$ cat config.mk
export PLATFORM = sky130hd
export DESIGN_NAME = decoder_frame_scheduler_flat
export DESIGN_NICKNAME = d
export VERILOG_FILES = /design/src/rtl/decoder_frame_scheduler_if.sv /design/src/rtl/decoder_frame_scheduler.sv /design/src/flat_wrapper.sv
export SDC_FILE = /design/constraint.sdc
export NUM_CORES = 1
export LEC_CHECK = 0
export ABC_CLOCK_PERIOD_IN_PS = 2200
export BUFFER_PORTS_ARGS = -buffer_cell sky130_fd_sc_hd__buf_2
export CAP_MARGIN = 0
export CELL_PAD_IN_SITES_DETAIL_PLACEMENT = 1
export CELL_PAD_IN_SITES_GLOBAL_PLACEMENT = 1
export CORE_ASPECT_RATIO = 1.75
export CORE_MARGIN = 5
export CORE_UTILIZATION = 25
export DETAILED_ROUTE_END_ITERATION = 12
export GPL_ROUTABILITY_DRIVEN = 0
export GPL_TIMING_DRIVEN = 0
export PLACE_DENSITY = 0.6
export SLEW_MARGIN = 20
export SYNTH_ARGS = -nofsm -noshare
export SYNTH_HDL_FRONTEND = slang
export SYNTH_SLANG_ARGS = --single-unit
$ cat constraint.sdc
create_clock -name clk -period 2.2 [get_ports clk]
set_input_delay 0.11 -clock clk [delete_from_list [all_inputs] [get_ports clk]]
set_output_delay 0.11 -clock clk [all_outputs]
set_load 0.01 [all_outputs]
$ cat src/rtl/decoder_frame_scheduler_if.sv
// Bundle between the frame scheduler, its two requesters and the shared decoder.
// The master modport is the scheduler side; slave is the requester/decoder side.
interface decoder_frame_scheduler_if #(
   parameter int log2max_iter = 5
);
   logic [1:0]              req;
   logic [1:0]              gnt;
   logic                    dec_start;
   logic                    dec_done;
   logic                    dec_success;
   logic [log2max_iter-1:0] dec_iterations;
   logic                    res_valid;
   logic                    res_id;
   logic                    res_success;
   logic [log2max_iter-1:0] res_iterations;
   logic                    res_timeout;
   logic                    busy;
   logic [15:0]             frame_count;
   logic                    fc_load;
   logic [15:0]             fc_load_val;

   modport master (
      input  req, dec_done, dec_success, dec_iterations, fc_load, fc_load_val,
      output gnt, dec_start, res_valid, res_id, res_success, res_iterations,
             res_timeout, busy, frame_count
   );

   modport slave (
      output req, dec_done, dec_success, dec_iterations, fc_load, fc_load_val,
      input  gnt, dec_start, res_valid, res_id, res_success, res_iterations,
             res_timeout, busy, frame_count
   );
endinterface

$ cat src/rtl/decoder_frame_scheduler.sv
// Round-robin scheduler sharing one decoder between two requesters, with a
// watchdog that aborts a run the decoder never finishes.
module decoder_frame_scheduler #(
   parameter int log2max_iter = 5,
   parameter int max_iter     = 30,
   parameter int TIMEOUT      = 4096,
   parameter int log2timeout  = 12
) (
   input  logic                             clk,
   input  logic                             rst,
   decoder_frame_scheduler_if.master        io_sched,
   output logic [1:0]                       o_dbg_state
);
   // Handshake: req is a level held by the requester until it sees its grant;
   // dec_start and res_valid are single-cycle strobes with no back-pressure,
   // and dec_done/dec_success/dec_iterations are only sampled while in WAIT.
   typedef enum logic [1:0] {S_IDLE, S_START, S_WAIT, S_REPORT} state_t;

   localparam logic [log2timeout-1:0]  WD_LAST    = log2timeout'(TIMEOUT - 1);
   localparam logic [log2max_iter-1:0] MAX_ITER_V = log2max_iter'(max_iter);

   state_t                  r_state;
   state_t                  w_next;
   logic [1:0]              r_gnt;
   logic                    r_last;
   logic [log2timeout-1:0]  r_wdog;
   logic                    r_res_id;
   logic                    r_res_success;
   logic [log2max_iter-1:0] r_res_iter;
   logic                    r_res_timeout;
   logic [15:0]             r_frame_count;
   logic                    w_win_id;
   logic                    w_expire;

   assign w_expire = (r_wdog == WD_LAST);

   always_ff @(posedge clk) begin
      if (rst) r_state <= S_IDLE;
      else     r_state <= w_next;
   end

   always_comb begin
      w_next = r_state;
      case (r_state)
         S_IDLE:   if (io_sched.req != 2'b00) w_next = S_START;
         S_START:  w_next = S_WAIT;
         S_WAIT:   if (io_sched.dec_done || w_expire) w_next = S_REPORT;
         S_REPORT: w_next = S_IDLE;
         default:  w_next = S_IDLE;
      endcase
   end

   // On contention the requester not served last wins.
   always_comb begin
      w_win_id = io_sched.req[1];
      if (io_sched.req == 2'b11) w_win_id = ~r_last;
   end

   always_ff @(posedge clk) begin
      if (rst) begin
         r_gnt         <= 2'b00;
         r_last        <= 1'b1;
         r_wdog        <= '0;
         r_res_id      <= 1'b0;
         r_res_success <= 1'b0;
         r_res_iter    <= '0;
         r_res_timeout <= 1'b0;
         r_frame_count <= 16'd0;
      end else begin
         if (io_sched.fc_load) r_frame_count <= io_sched.fc_load_val;
         case (r_state)
            S_IDLE: begin
               if (io_sched.req != 2'b00) r_gnt <= w_win_id ? 2'b10 : 2'b01;
            end
            S_START: r_wdog <= '0;
            S_WAIT: begin
               r_wdog <= r_wdog + 1'b1;
               // A done strobe in the expiry cycle still reports the decoder result.
               if (io_sched.dec_done) begin
                  r_res_id      <= r_gnt[1];
                  r_res_success <= io_sched.dec_success;
                  r_res_iter    <= io_sched.dec_iterations;
                  r_res_timeout <= 1'b0;
               end else if (w_expire) begin
                  r_res_id      <= r_gnt[1];
                  r_res_success <= 1'b0;
                  r_res_iter    <= MAX_ITER_V;
                  r_res_timeout <= 1'b1;
               end
            end
            S_REPORT: begin
               r_gnt         <= 2'b00;
               r_last        <= r_res_id;
               r_frame_count <= r_frame_count + 16'd1;
            end
            default: r_gnt <= 2'b00;
         endcase
      end
   end

   assign io_sched.gnt            = r_gnt;
   assign io_sched.dec_start      = (r_state == S_START);
   assign io_sched.res_valid      = (r_state == S_REPORT);
   assign io_sched.res_id         = r_res_id;
   assign io_sched.res_success    = r_res_success;
   assign io_sched.res_iterations = r_res_iter;
   assign io_sched.res_timeout    = r_res_timeout;
   assign io_sched.busy           = (r_state != S_IDLE);
   assign io_sched.frame_count    = r_frame_count;
   assign o_dbg_state             = r_state;
endmodule

$ cat src/flat_wrapper.sv
// flat-port wrapper written by rule: the top's interface ports become plain ports
module decoder_frame_scheduler_flat 
#(
   parameter int log2max_iter = 5,
   parameter int max_iter     = 30,
   parameter int TIMEOUT      = 4096,
   parameter int log2timeout  = 12
)
  (clk, rst, o_dbg_state, io_sched_req, io_sched_dec_done, io_sched_dec_success, io_sched_dec_iterations, io_sched_fc_load, io_sched_fc_load_val, io_sched_gnt, io_sched_dec_start, io_sched_res_valid, io_sched_res_id, io_sched_res_success, io_sched_res_iterations, io_sched_res_timeout, io_sched_busy, io_sched_frame_count);
  decoder_frame_scheduler_if #(.log2max_iter(log2max_iter)) io_sched_i ();
  input  logic clk;
  input  logic rst;
  output logic [1:0] o_dbg_state;
  input wire logic [$bits(io_sched_i.req)-1:0] io_sched_req;
  input wire logic [$bits(io_sched_i.dec_done)-1:0] io_sched_dec_done;
  input wire logic [$bits(io_sched_i.dec_success)-1:0] io_sched_dec_success;
  input wire logic [$bits(io_sched_i.dec_iterations)-1:0] io_sched_dec_iterations;
  input wire logic [$bits(io_sched_i.fc_load)-1:0] io_sched_fc_load;
  input wire logic [$bits(io_sched_i.fc_load_val)-1:0] io_sched_fc_load_val;
  output wire logic [$bits(io_sched_i.gnt)-1:0] io_sched_gnt;
  output wire logic [$bits(io_sched_i.dec_start)-1:0] io_sched_dec_start;
  output wire logic [$bits(io_sched_i.res_valid)-1:0] io_sched_res_valid;
  output wire logic [$bits(io_sched_i.res_id)-1:0] io_sched_res_id;
  output wire logic [$bits(io_sched_i.res_success)-1:0] io_sched_res_success;
  output wire logic [$bits(io_sched_i.res_iterations)-1:0] io_sched_res_iterations;
  output wire logic [$bits(io_sched_i.res_timeout)-1:0] io_sched_res_timeout;
  output wire logic [$bits(io_sched_i.busy)-1:0] io_sched_busy;
  output wire logic [$bits(io_sched_i.frame_count)-1:0] io_sched_frame_count;
  assign io_sched_i.req = io_sched_req;
  assign io_sched_i.dec_done = io_sched_dec_done;
  assign io_sched_i.dec_success = io_sched_dec_success;
  assign io_sched_i.dec_iterations = io_sched_dec_iterations;
  assign io_sched_i.fc_load = io_sched_fc_load;
  assign io_sched_i.fc_load_val = io_sched_fc_load_val;
  assign io_sched_gnt = io_sched_i.gnt;
  assign io_sched_dec_start = io_sched_i.dec_start;
  assign io_sched_res_valid = io_sched_i.res_valid;
  assign io_sched_res_id = io_sched_i.res_id;
  assign io_sched_res_success = io_sched_i.res_success;
  assign io_sched_res_iterations = io_sched_i.res_iterations;
  assign io_sched_res_timeout = io_sched_i.res_timeout;
  assign io_sched_busy = io_sched_i.busy;
  assign io_sched_frame_count = io_sched_i.frame_count;
  decoder_frame_scheduler #(.log2max_iter(log2max_iter), .max_iter(max_iter), .TIMEOUT(TIMEOUT), .log2timeout(log2timeout)) u_core (.clk(clk), .rst(rst), .io_sched(io_sched_i), .o_dbg_state(o_dbg_state));
endmodule
## Word level (Yosys, flattened, before mapping)

Index checks and enable logic that the tools add are counted.

| word-level totals | value |
|---|---|
| word-level logic and storage cells | 48 |
| bits of input ports | 28 |
| output and inout bits | 31 |
| register bits | 41 |

| operators by class | value |
|---|---|
| reduce and logical (&&, ||, !) cells | 11 |
| $add $sub $neg | 2 |
| equality and inequality tests | 7 |
| bitwise gates (word level) | 1 |
| multiplexer cells | 18 |

Operators by type and width:

| operator | number |
|---|---|
| $mux W16 | 2 |
| $pmux W12 S2 | 1 |
| $add A16 B1 Y16 const B | 1 |
| $add A12 B1 Y12 const B | 1 |
| $eq A12 B12 Y1 const B | 1 |
| $reduce_bool A2 Y1 | 6 |
| $mux W5 | 2 |
| $mux W2 | 4 |
| $pmux W2 S4 | 1 |
| $mux W1 | 7 |
| $eq A2 B2 Y1 const B | 3 |
| $reduce_and A2 Y1 | 3 |
| $ne A2 B1 Y1 const B | 2 |
| $pmux W2 S2 | 1 |
| $eq A2 B1 Y1 const B | 1 |
| $logic_not A2 Y1 | 1 |
| $logic_or A1 B1 Y1 | 1 |
| $not A1 Y1 | 1 |

## Depth between registers and ports, before layout

Gate-level depths: netlist of the first run.

| depth | value |
|---|---|
| depth in word-level cells | 5 |
| gate-level depth with buffers | 7 |
| mapped depth without buffers | 6 |

## Worst setup path before layout of the first run

Ideal clock, no wire load.

| timing | value |
|---|---|
| kind | reg-to-reg |
| from | reg u_core.r_frame_count[0], in the netlist u_core.io_sched.frame_count[0] |
| to | reg u_core.r_frame_count[14], in the netlist u_core.io_sched.frame_count[14] |
| required time | 2109 ps |
| data arrival time | 1856 ps |
| slack | 253 ps |
| clock period less this slack | 1947 ps |
| buffers on the path | 0 |
| setup time | 91 ps |
| stages on the path, launching flop included | 6 |
| cell sequence | dfxtp_1 -> ha_1 -> nand3_2 -> or4_4 -> or3_1 -> a311oi_1 |

| on the way | value |
|---|---|
| word-level cells in the longest chain between the ends | 2 |

RTL lines:

| what | RTL line | text |
|---|---|---|
| start, declared | decoder_frame_scheduler.sv:31 | `logic [15:0] r_frame_count;` |
| start signal, assigned | decoder_frame_scheduler.sv:70 | `if (io_sched.fc_load) r_frame_count <= io_sched.fc_load_val;` |
| start signal, assigned | decoder_frame_scheduler.sv:94 | `r_frame_count <= r_frame_count + 16'd1;` |
| $add A16 B1 Y16 | decoder_frame_scheduler.sv:94 |  |
| $mux W16 | decoder_frame_scheduler.sv:71 | `case (r_state)` |

No other way between the ends.
A chain may end at the register's enable or synchronous reset.

## Worst setup path in the final report of the first run

Same ends and word-level chain as after synthesis.

==> results of run 1 <==
==> routing by layer <==
metal	track usage [%]	up-vias
li1	-	1047
met5	0	-
met2	26.2	50
met4	4.97	0
met1	13.9	1051
met3	3.56	12
==> power by group through the flow <==
stage	combinational, mW	clock (mW)	sequential [mW]
after floorplan	0.448	0	0.972
after global placement	0.764	0	0.954
after detailed placement	0.773	0	0.956
after CTS	0.777	0.753	0.940
after global routing	0.855	0.789	0.956
final	0.757	0.733	0.937
==> kinds of logic (layout without fill, tap and decap cells) <==
logic type | after synthesis | in the layout | share of synthesized area (%)
AND/OR/NAND/NOR | 113 | 113 | 28.1
AO/OA/AOI/OAI | 60 | 60 | 19.3
flip-flops | 41 | 41 | 39.1
buffers and inverters | 20 | 86 | 3.58
XOR/XNOR | 9 | 9 | 3.76
adder cells (fa/ha/maj) | 7 | 7 | 4.17
multiplexers | 4 | 4 | 1.97
==> cell usage in the layout, fill, tap and decap left out, types with 3 or more instances in the layout <==
| master | Yosys | routed |
|---|---|---|
| a211oi_1 | 8 | 8 |
| nand2b_1 | 8 | 8 |
| xnor2_1 | 4 | 4 |
| nor2b_1 | 6 | 6 |
| ha_1 | 7 | 7 |
| clkbuf_1 | 8 | 8 |
| dfxtp_1 | 41 | 41 |
| and2_1 | 4 | 4 |
| and4_1 | 4 | 4 |
| nand4_1 | 8 | 8 |
| o21a_1 | 7 | 7 |
| buf_2 | 0 | 58 |
| a21o_1 | 3 | 3 |
| buf_1 | 4 | 4 |
| inv_1 | 8 | 8 |
| a21oi_1 | 15 | 15 |
| o21ai_0 | 10 | 10 |
| mux2i_1 | 3 | 3 |
| nor2_1 | 35 | 35 |
| a311oi_1 | 5 | 5 |
| a32oi_1 | 4 | 4 |
| clkbuf_16 | 0 | 5 |
| nand2_1 | 17 | 17 |
| nor3_1 | 5 | 5 |
| xor2_1 | 5 | 5 |
| nand3_1 | 7 | 7 |
| or3_1 | 7 | 7 |
==> worst max path at each step <==
| stage | start | end | slack (ps) | cells past startpoint |
|---|---|---|---|---|
| 2_1_floorplan | u_core.io_sched.frame_count[0] | u_core.io_sched.frame_count[14] | 250 | 5 |
| 3_5_place_dp | u_core.o_dbg_state[1] | u_core.io_sched.frame_count[7] | -90 | 6 |
| 3_3_place_gp | u_core.o_dbg_state[0] | u_core.io_sched.frame_count[7] | -40 | 6 |
| 4_1_cts | u_core.o_dbg_state[1] | u_core.io_sched.frame_count[7] | 110 | 6 |
| 5_1_grt | u_core.io_sched.frame_count[0] | u_core.io_sched.frame_count[14] | 10 | 5 |
| 6_report | u_core.io_sched.frame_count[0] | u_core.io_sched.frame_count[14] | 140 | 5 |
==> registers in the layout, indices dropped and copies added (netlist names) <==
signal,cells
u_core.io_sched.res_timeout,1
u_core.io_sched.frame_count,16
u_core.io_sched.res_id,1
u_core.io_sched.res_success,1
u_core.io_sched.res_iterations,5
u_core.r_wdog,12
u_core.io_sched.gnt,2
u_core.r_last,1
u_core.o_dbg_state,2
==> stage by stage <==
step | TNS, ps | util (%) | cell area (um^2)
2_1_floorplan | 0 | - | 2100
3_3_place_gp | -36.3 | 30.3 | 2500
3_5_place_dp | -86.3 | 30.3 | 2500
4_1_cts | 0 | 32.0 | 2640
5_1_grt | 0 | 32.1 | 2650
6_report | 0 | 32.1 | 2650
==> layout make-up <==
class                   count  area (um^2)  share of cell area (%)
well taps                  92          115                    4.34
clock buffers               6          129                    4.86
clock inverters             2         10.0                   0.378
repair buffers             58          290                    11.0
flip-flops and latches     41          821                    31.0
multi-input cells         193         1210                    45.6
plain buffers              12         46.3                    1.75
inverters                   8         30.0                    1.13
==> critical path: stages (launching register included) <==
cell and delay (ps):
dfxtp_1 420, ha_1 280, nand3_2 120, or4_4 550, or3_1 360, a311oi_1 240
==> run_results.csv, run 1 <==
group,metric,value,unit
run_status,status,"finished, final reports clean",
global_routing,grt_usage,13.8,%
drt,drc_errors,0,
timing,finalMaxSlewViolations,0,
finish,final_nets,354,
timing,worst_slew_pin_slew,596,ps
drt,dr.first_iter.drc_count,74,
placement,dp_slack,-86.3,ps
hold_path,min_from,"io_sched_fc_load_val[0]",
logic_synthesis,yosysTopAreaCell,"dfxtp_1",
clocking,clockBufferDepth,2,
logic_synthesis,yosys_warnings,0,
setup_path,worstPathMaxFanout,6,
logic_synthesis,ys_seq_area_share,39.1,%
clocking,clkSlewWorstSetupHoldPaths,60,ps
placement,place_inst,404,
power_and_ir_drop,p_sw_share,36.2,%
timing,hold_slack,78.7,ps
power_and_ir_drop,ir_worst_vdd,0.000372,V
timing,finClkSkew,3.62,ps
hold_path,min_path_cells,3,
logic_synthesis,syn_area,0.00210,mm^2
drt,top_layer_used,"met4",
global_routing,grt_max_degree,13,
clocking,h-tree-depth,2,
setup_path,critPathKind,"reg2reg",
setup_path,cp-end-kind,"register",
global_routing,grt_pass1_wl,11300,um
setup_path,startpoint_type,"register",
clocking,cts_resized,1,
clocking,numCtsBuffers,5,
logic_synthesis,ys.flop_type,"dfxtp_1",
power_and_ir_drop,p_per_area,916,mW/mm^2
setup_path,arrival,2260,ps
timing,timing.final.ws_setup,138,ps
floorplan,ios,59,
finish,area_delta_synth_final,26.3,%
power_and_ir_drop,p_leak,1.07,nW
drt,dr.pass1.iters,4,
timing,setup_viol,0,
drt,avgRoutedWirePerCell,16.4,um
clocking,hold_buffers,0,
drt,drt_wl_total,6770,um
power_and_ir_drop,power,2.43,mW
floorplan,start_util,25.4,%
logic_synthesis,yosys_register_bits,41,
floorplan,dieWidth,79.3,um
power_and_ir_drop,p_switching,0.878,mW
logic_synthesis,synthArstFlopShare,0,%
hold_path,hold_end,"u_core.io_sched.frame_count[0]",
power_and_ir_drop,power_frac_clock,30.2,%
setup_path,r2r_end,"u_core.io_sched.frame_count[14]",
drt,wl_met2,3780,um
drt,vias,2160,
timing,clock.fmax,485,MHz
logic_synthesis,synth_commonest_cells,"dfxtp_1 (41), nor2_1 (35), nand2_1 (17), a21oi_1 (15), o21ai_0 (10)",
setup_path,reg2reg_from,"u_core.io_sched.frame_count[0]",
logic_synthesis,synth_area_leaders,"dfxtp_1 (39%), nor2_1 (6.3%), ha_1 (4.2%)",
clocking,tritoncts,"yes",
power_and_ir_drop,power.internal,1.55,mW
timing,min_period,2060,ps
logic_synthesis,synth_fp_nets,289,
placement,port_buffers,58,
setup_path,crit_required,2400,ps
timing,hold_viol_final,0,
clocking,cts-root-buf,"clkbuf_16",
drt,vias_per_cell,5.24,
floorplan,core,0.00826,mm^2
clocking,worstSkewPairLatency,290,ps
run,maxCapViolCount,0,
power_and_ir_drop,pwr-share-seq,38.6,%
floorplan,rows,44,
clocking,post_cts_buffers,0,
logic_synthesis,yosysMostFrequentCell,"dfxtp_1",
finish,drive_gt1_share,22.5,%
floorplan,chipHeight,131,um
logic_synthesis,yosys.cell_types.count,39,
hold_path,holdCritPathClass,"in2reg",
timing,maxSlewHeadroom,60.2,%
drt,met3WireLength,319,um
finish,diodes,0,
floorplan,die-area,0.0104,mm^2
logic_synthesis,synth_cells,254,
clocking,cts.sinks,41,
timing,rsz0062_at_grt,"false",
drt,ant_nets,0,
finish,stdcell_count,412,
power_and_ir_drop,p_comb_share,31.2,%
logic_synthesis,synth_area_per_cell,8.26,um^2
global_routing,antenna_found_initial,0,
global_routing,grt_overflow,0,
drt,wl_met1,2510,um
global_routing,grt_pass1_vias,2287,
logic_synthesis,synth-edff-count,0,
setup_path,rrSetupSlack,140,ps
timing,finalCritPeriodShare,93.7,%
setup_path,r2r_cells,5,
logic_synthesis,synth_top_area_share,39.1,%
finish,fillCellCount,1007,
placement,dp_hpwl,5290,um
Power figures use the tool's default switching activity.
==> inputs of run 2 (changes only) <==
Settings changed: BUFFER_PORTS_ARGS -buffer_cell sky130_fd_sc_hd__buf_2 to not set, CTS_BUF_LIST set to sky130_fd_sc_hd__clkbuf_16, DONT_BUFFER_PORTS set to 1, PLACE_DENSITY 0.6 to 0.52.
==> run_results.csv, run 2 (synthesis gave the netlist of run 1 again) <==
group,metric,value,unit
timing,hold_viol_final,0,
setup_path,startpoint_type,"register",
run_status,status,"finished, final reports clean",
clocking,h-tree-depth,2,
floorplan,rows,44,
setup_path,crit_required,2390,ps
timing,finClkSkew,7.70,ps
setup_path,crit_path_end,"u_core.io_sched.frame_count[14]",
drt,dr.first_iter.drc_count,39,
finish,diodes,0,
timing,setup_viol,0,
placement,dp_hpwl,5170,um
setup_path,worstPathMaxFanout,6,
setup_path,arrival,2270,ps
drt,vias_per_cell,5.36,
finish,layout_commonest_cell,"dfxtp_1",
global_routing,grt_max_degree,12,
setup_path,reg2reg_from,"u_core.io_sched.frame_count[0]",
clocking,clockBufferDepth,2,
drt,drt_wl_total,6750,um
setup_path,r2r_end,"u_core.io_sched.frame_count[14]",
timing,finalCritPeriodShare,94.3,%
floorplan,chipHeight,131,um
placement,port_buffers,0,
finish,largest_reg_flops,16,
clocking,cts.sinks,41,
finish,post-route-util,30.3,%
drt,dr.pass1.iters,4,
floorplan,start_util,25.4,%
timing,min_period,2070,ps
power_and_ir_drop,p_leak,0.864,nW
timing,finalMaxSlewViolations,0,
finish,postLayoutCellArea,0.00250,mm^2
placement,post_dp_cell_area,0.00221,mm^2
drt,vias,1960,
setup_path,crit_start,"u_core.io_sched.frame_count[0]",
global_routing,grt_pass1_vias,2103,
finish,area_delta_synth_final,19.1,%
setup_path,rrSetupSlack,130,ps
hold_path,holdCritPathClass,"in2reg",
timing,tns,0,ps
floorplan,core,0.00826,mm^2
floorplan,die-area,0.0104,mm^2
floorplan,dieWidth,79.3,um
finish,final_nets,309,
finish,drive_gt1_share,7.30,%
power_and_ir_drop,p_per_area,930,mW/mm^2
clocking,cts-root-buf,"clkbuf_16",
setup_path,critPathKind,"reg2reg",
timing,hold_slack,9.81,ps
clocking,clkSlewWorstSetupHoldPaths,60,ps
timing,rsz0062_at_grt,"false",
power_and_ir_drop,ir_worst_vdd,0.000314,V
drt,avgRoutedWirePerCell,18.4,um
clocking,numCtsBuffers,5,
run,maxCapViolCount,0,
clocking,worstSkewPairLatency,280,ps
drt,drc_errors,0,
global_routing,grt_overflow,0,
global_routing,grt_pass1_wl,10800,um
timing,worst_slew_pin_slew,648,ps
global_routing,grt_usage,13.4,%
timing,maxSlewHeadroom,56.6,%
clocking,tritoncts,"yes",
setup_path,r2r_cells,5,
finish,final_cell_mix,"dfxtp_1 (37), nor2_1 (35), nand2_1 (17), a21oi_1 (15), dlygate4sd3_1 (11)",
setup_path,cp-end-kind,"register",
floorplan,ios,59,
timing,clock.fmax,482,MHz
global_routing,antenna_found_initial,0,
drt,ant_nets,0,
==> run 2: area by class of cell <==
cell class | count | area [um^2]
fill | 994 | 5760
multi-input combinational | 193 | 1220
sequential | 41 | 826
clock buffer | 5 | 125
timing repair buffer | 13 | 125
tap | 92 | 115
buffer | 12 | 46.3
inverter | 8 | 33.8
clock inverter | 2 | 7.51
==> run 2: critical path: stages, from the launching register on <==
cell and delay (ps):
dfxtp_2 410, ha_1 250, nand3_2 120, or4_4 580, or3_1 360, a311oi_1 260
==> run 2: worst min path at each step <==
| stage | startpoint | to | slack [ps] | depth (start not counted) |
|---|---|---|---|---|
| after CTS | rst | u_core.o_dbg_state[1] | 4 | 2 |
| after global routing | io_sched_req[1] | u_core.io_sched.gnt[1] | 10 | 2 |
| after global placement | io_sched_fc_load_val[15] | u_core.io_sched.frame_count[15] | 280 | 2 |
| after floorplan | io_sched_fc_load_val[15] | u_core.io_sched.frame_count[15] | 260 | 2 |
| final | rst | u_core.o_dbg_state[1] | 10 | 2 |
| after detailed placement | io_sched_fc_load_val[0] | u_core.io_sched.frame_count[0] | 280 | 2 |
==> run 2: timing repair <==
item	in CTS	in global routing
setup endpoints to repair	10	3
buffers inserted	0	2
pin swaps	0	0
hold endpoints to repair	10	0
cloned	0	0
hold buffers	11	0
resized for setup	7	3
==> run 2: report_power, final <==
group | total (mW) | leakage [nW] | internal [mW] | switching (mW)
Combinational | 0.623 | 0.459 | 0.242 | 0.381
Clock | 0.699 | 0.0685 | 0.406 | 0.293
Sequential | 1.00 | 0.336 | 0.842 | 0.159
Total | 2.32 | 0.864 | 1.49 | 0.834
==> run 2: per-layer routing <==
metal	wire (um)	track usage, %
met5	0	0
met4	127	4.97
met3	459	4.11
met2	3800	26.3
met1	2360	12.5
==> run 2: metrics by stage <==
stage,cells,power (mW),setup WS (ps)
floorplan,254,1.42,253
global placement,346,1.61,-472
detailed placement,346,1.62,-464
global route,366,2.50,1.26
CTS,364,2.38,4.96
finish,366,2.32,126
==> inputs of run 3 (changes only) <==
Settings changed: ABC_CLOCK_PERIOD_IN_PS 2200 to 1700, PLACE_DENSITY 0.52 to 0.54.
Clock period 2.2 ns to 1.7 ns, I/O delays scaled along.
==> run_results.csv, run 3 (synthesis gave the netlist of run 1 again) <==
group,metric,value,unit
timing,hold_viol_final,1,
finish,fillCellCount,978,
run_status,violations,"hold timing, setup timing",
global_routing,grt_overflow,0,
power_and_ir_drop,pwr-share-seq,41.0,%
timing,worst_slew_pin_slew,655,ps
global_routing,grt_usage,14.1,%
setup_path,slowest_stage,"or4_4",
placement,post_dp_cell_area,0.00226,mm^2
setup_path,arrival,2030,ps
floorplan,die-area,0.0104,mm^2
timing,finalMaxSlewViolations,0,
global_routing,use_met2,28.0,%
clocking,tritoncts,"yes",
hold_path,min_path_cells,2,
timing,finClkSkew,3.58,ps
drt,drc_errors,0,
drt,dr.pass1.iters,4,
setup_path,rrSetupSlack,-130,ps
clocking,numCtsBuffers,5,
power_and_ir_drop,power_frac_clock,28.6,%
hold_path,holdCritPathClass,"in2reg",
power_and_ir_drop,p_comb_share,30.3,%
timing,clock.fmax,546,MHz
timing,timing.final.ws_setup,-132,ps
global_routing,grt_pass1_vias,2217,
global_routing,antenna_found_initial,0,
clocking,worstSkewPairLatency,290,ps
finish,postLayoutCellArea,0.00279,mm^2
clocking,clockBufferDepth,2,
placement,dp_hpwl,5350,um
power_and_ir_drop,p_per_area,1160,mW/mm^2
floorplan,rows,44,
global_routing,busiest_layer,"met2",
setup_path,path_cells,"ha_4, nand3_4, or4_4, or3_4, a311oi_2",
drt,avgRoutedWirePerCell,19.1,um
power_and_ir_drop,p_sw_share,36.2,%
floorplan,core,0.00826,mm^2
floorplan,dieWidth,79.3,um
timing,hold_slack,-28.2,ps
power_and_ir_drop,p_switching,1.18,mW
setup_path,crit_buf_inv,0,
timing,finalCritPeriodShare,108,%
clocking,clkSlewWorstSetupHoldPaths,60,ps
timing,maxSlewHeadroom,56.4,%
clocking,cts.sinks,41,
setup_path,crit_required,1900,ps
clocking,cts-root-buf,"clkbuf_16",
finish,area_delta_synth_final,33.0,%
drt,dr.first_iter.drc_count,67,
finish,diodes,0,
finish,layout_commonest_cell,"nor2_1",
drt,vias,2047,
drt,drt_wl_total,7160,um
setup_path,critical_path.max_stage_delay,510,ps
global_routing,globalRouteMet3Util,3.70,%
placement,dp_slack,-404,ps
power_and_ir_drop,ir_worst_vdd,0.000399,V
setup_path,startpoint_type,"register",
global_routing,grt_max_degree,13,
finish,final_cell_mix,"nor2_1 (33), dfxtp_1 (28), nand2_1 (16), dlygate4sd3_1 (15), a21oi_1 (13)",
finish,final_nets,317,
drt,ant_nets,0,
setup_path,cpLargestDelayFamily,"simple AND/OR/NAND/NOR gates",
setup_path,cp-end-kind,"register",
clocking,h-tree-depth,2,
finish,drive_gt1_share,21.2,%
power_and_ir_drop,p_leak,0.949,nW
floorplan,ios,59,
run_status,status,"complete, but fails checks",
finish,largest_reg_flops,16,
setup_path,r2r_cells,5,
placement,place_inst,346,
finish,stdcell_count,375,
timing,rsz0062_at_grt,"true",
floorplan,start_util,25.4,%
global_routing,grtUsageMet1,12.2,%
run,maxCapViolCount,0,
timing,min_period,1830,ps
timing,setup_viol,3,
floorplan,chipHeight,131,um
setup_path,critPathKind,"reg2reg",
drt,vias_per_cell,5.46,
power_and_ir_drop,power.internal,2.07,mW
placement,port_buffers,0,
setup_path,path_depth,5,
global_routing,grt_pass1_wl,11400,um
setup_path,worstPathMaxFanout,6,
[run 3: cell count changes in the layout (fill, tap and decap cells not counted), sizes merged]
cell / change
buf: +7
dlygate4sd3: +4
clkbuf: -3
inv: +1
[run 3: cell type report]
cell class | count | area [um^2] | area share [%]
buffer | 9 | 57.6 | 2.06
clock buffer | 5 | 125 | 4.48
clock inverter | 3 | 11.3 | 0.404
inverter | 8 | 33.8 | 1.21
multi-input combinational | 193 | 1350 | 48.4
sequential | 41 | 867 | 31.1
tap | 92 | 115 | 4.13
timing repair buffer | 24 | 230 | 8.25
[run 3: metal layers]
layer	vias up	share of wire (%)	wire length [um]
li1	971	-	-
met1	1004	32	2330
met2	52	58	4170
met3	20	5.6	400
met4	0	3.6	260
met5	-	0	0
[run 3: worst paths after layout]
check / startpoint / to
worst max-delay path: u_core.io_sched.frame_count[0] / u_core.io_sched.frame_count[14]
worst min-delay path: rst / u_core.o_dbg_state[1]
worst max register to register: u_core.io_sched.frame_count[0] / u_core.io_sched.frame_count[14]
worst min register to register: u_core.r_last / u_core.r_last
[run 3: power by group through the flow]
stage | Combinational (mW) | Sequential, mW | Clock [mW]
2_1_floorplan | 0.590 | 1.28 | 0
3_3_place_gp | 0.780 | 1.34 | 0
3_5_place_dp | 0.800 | 1.34 | 0
4_1_cts | 0.886 | 1.33 | 0.961
5_1_grt | 1.09 | 1.36 | 0.985
6_report | 0.986 | 1.33 | 0.930
[run 3: worst register-to-register path: stages (launching register included)]
cell      delay [ps]
dfxtp_4          400
ha_4             170
nand3_4           80
or4_4            510
or3_4            340
a311oi_2         240
[run 3: per-stage QoR]
stage	power (mW)	util (%)	TNS, ps
floorplan	1.87	-	-0.167
global placement	2.12	27.3	-5890
detailed placement	2.14	27.3	-6840
CTS	3.18	32.0	-484
global route	3.44	33.8	-590
finish	3.25	33.8	-331
[run 3: repair_timing]
item / CTS / global route
pin swaps: 6 / 8
hold buffers: 15 / 0
endpoints found under the setup margin: 35 / 20
gates cloned: 0 / 0
resized for setup: 23 / 30
buffers inserted: 6 / 3
hold endpoints to repair: 14 / 0
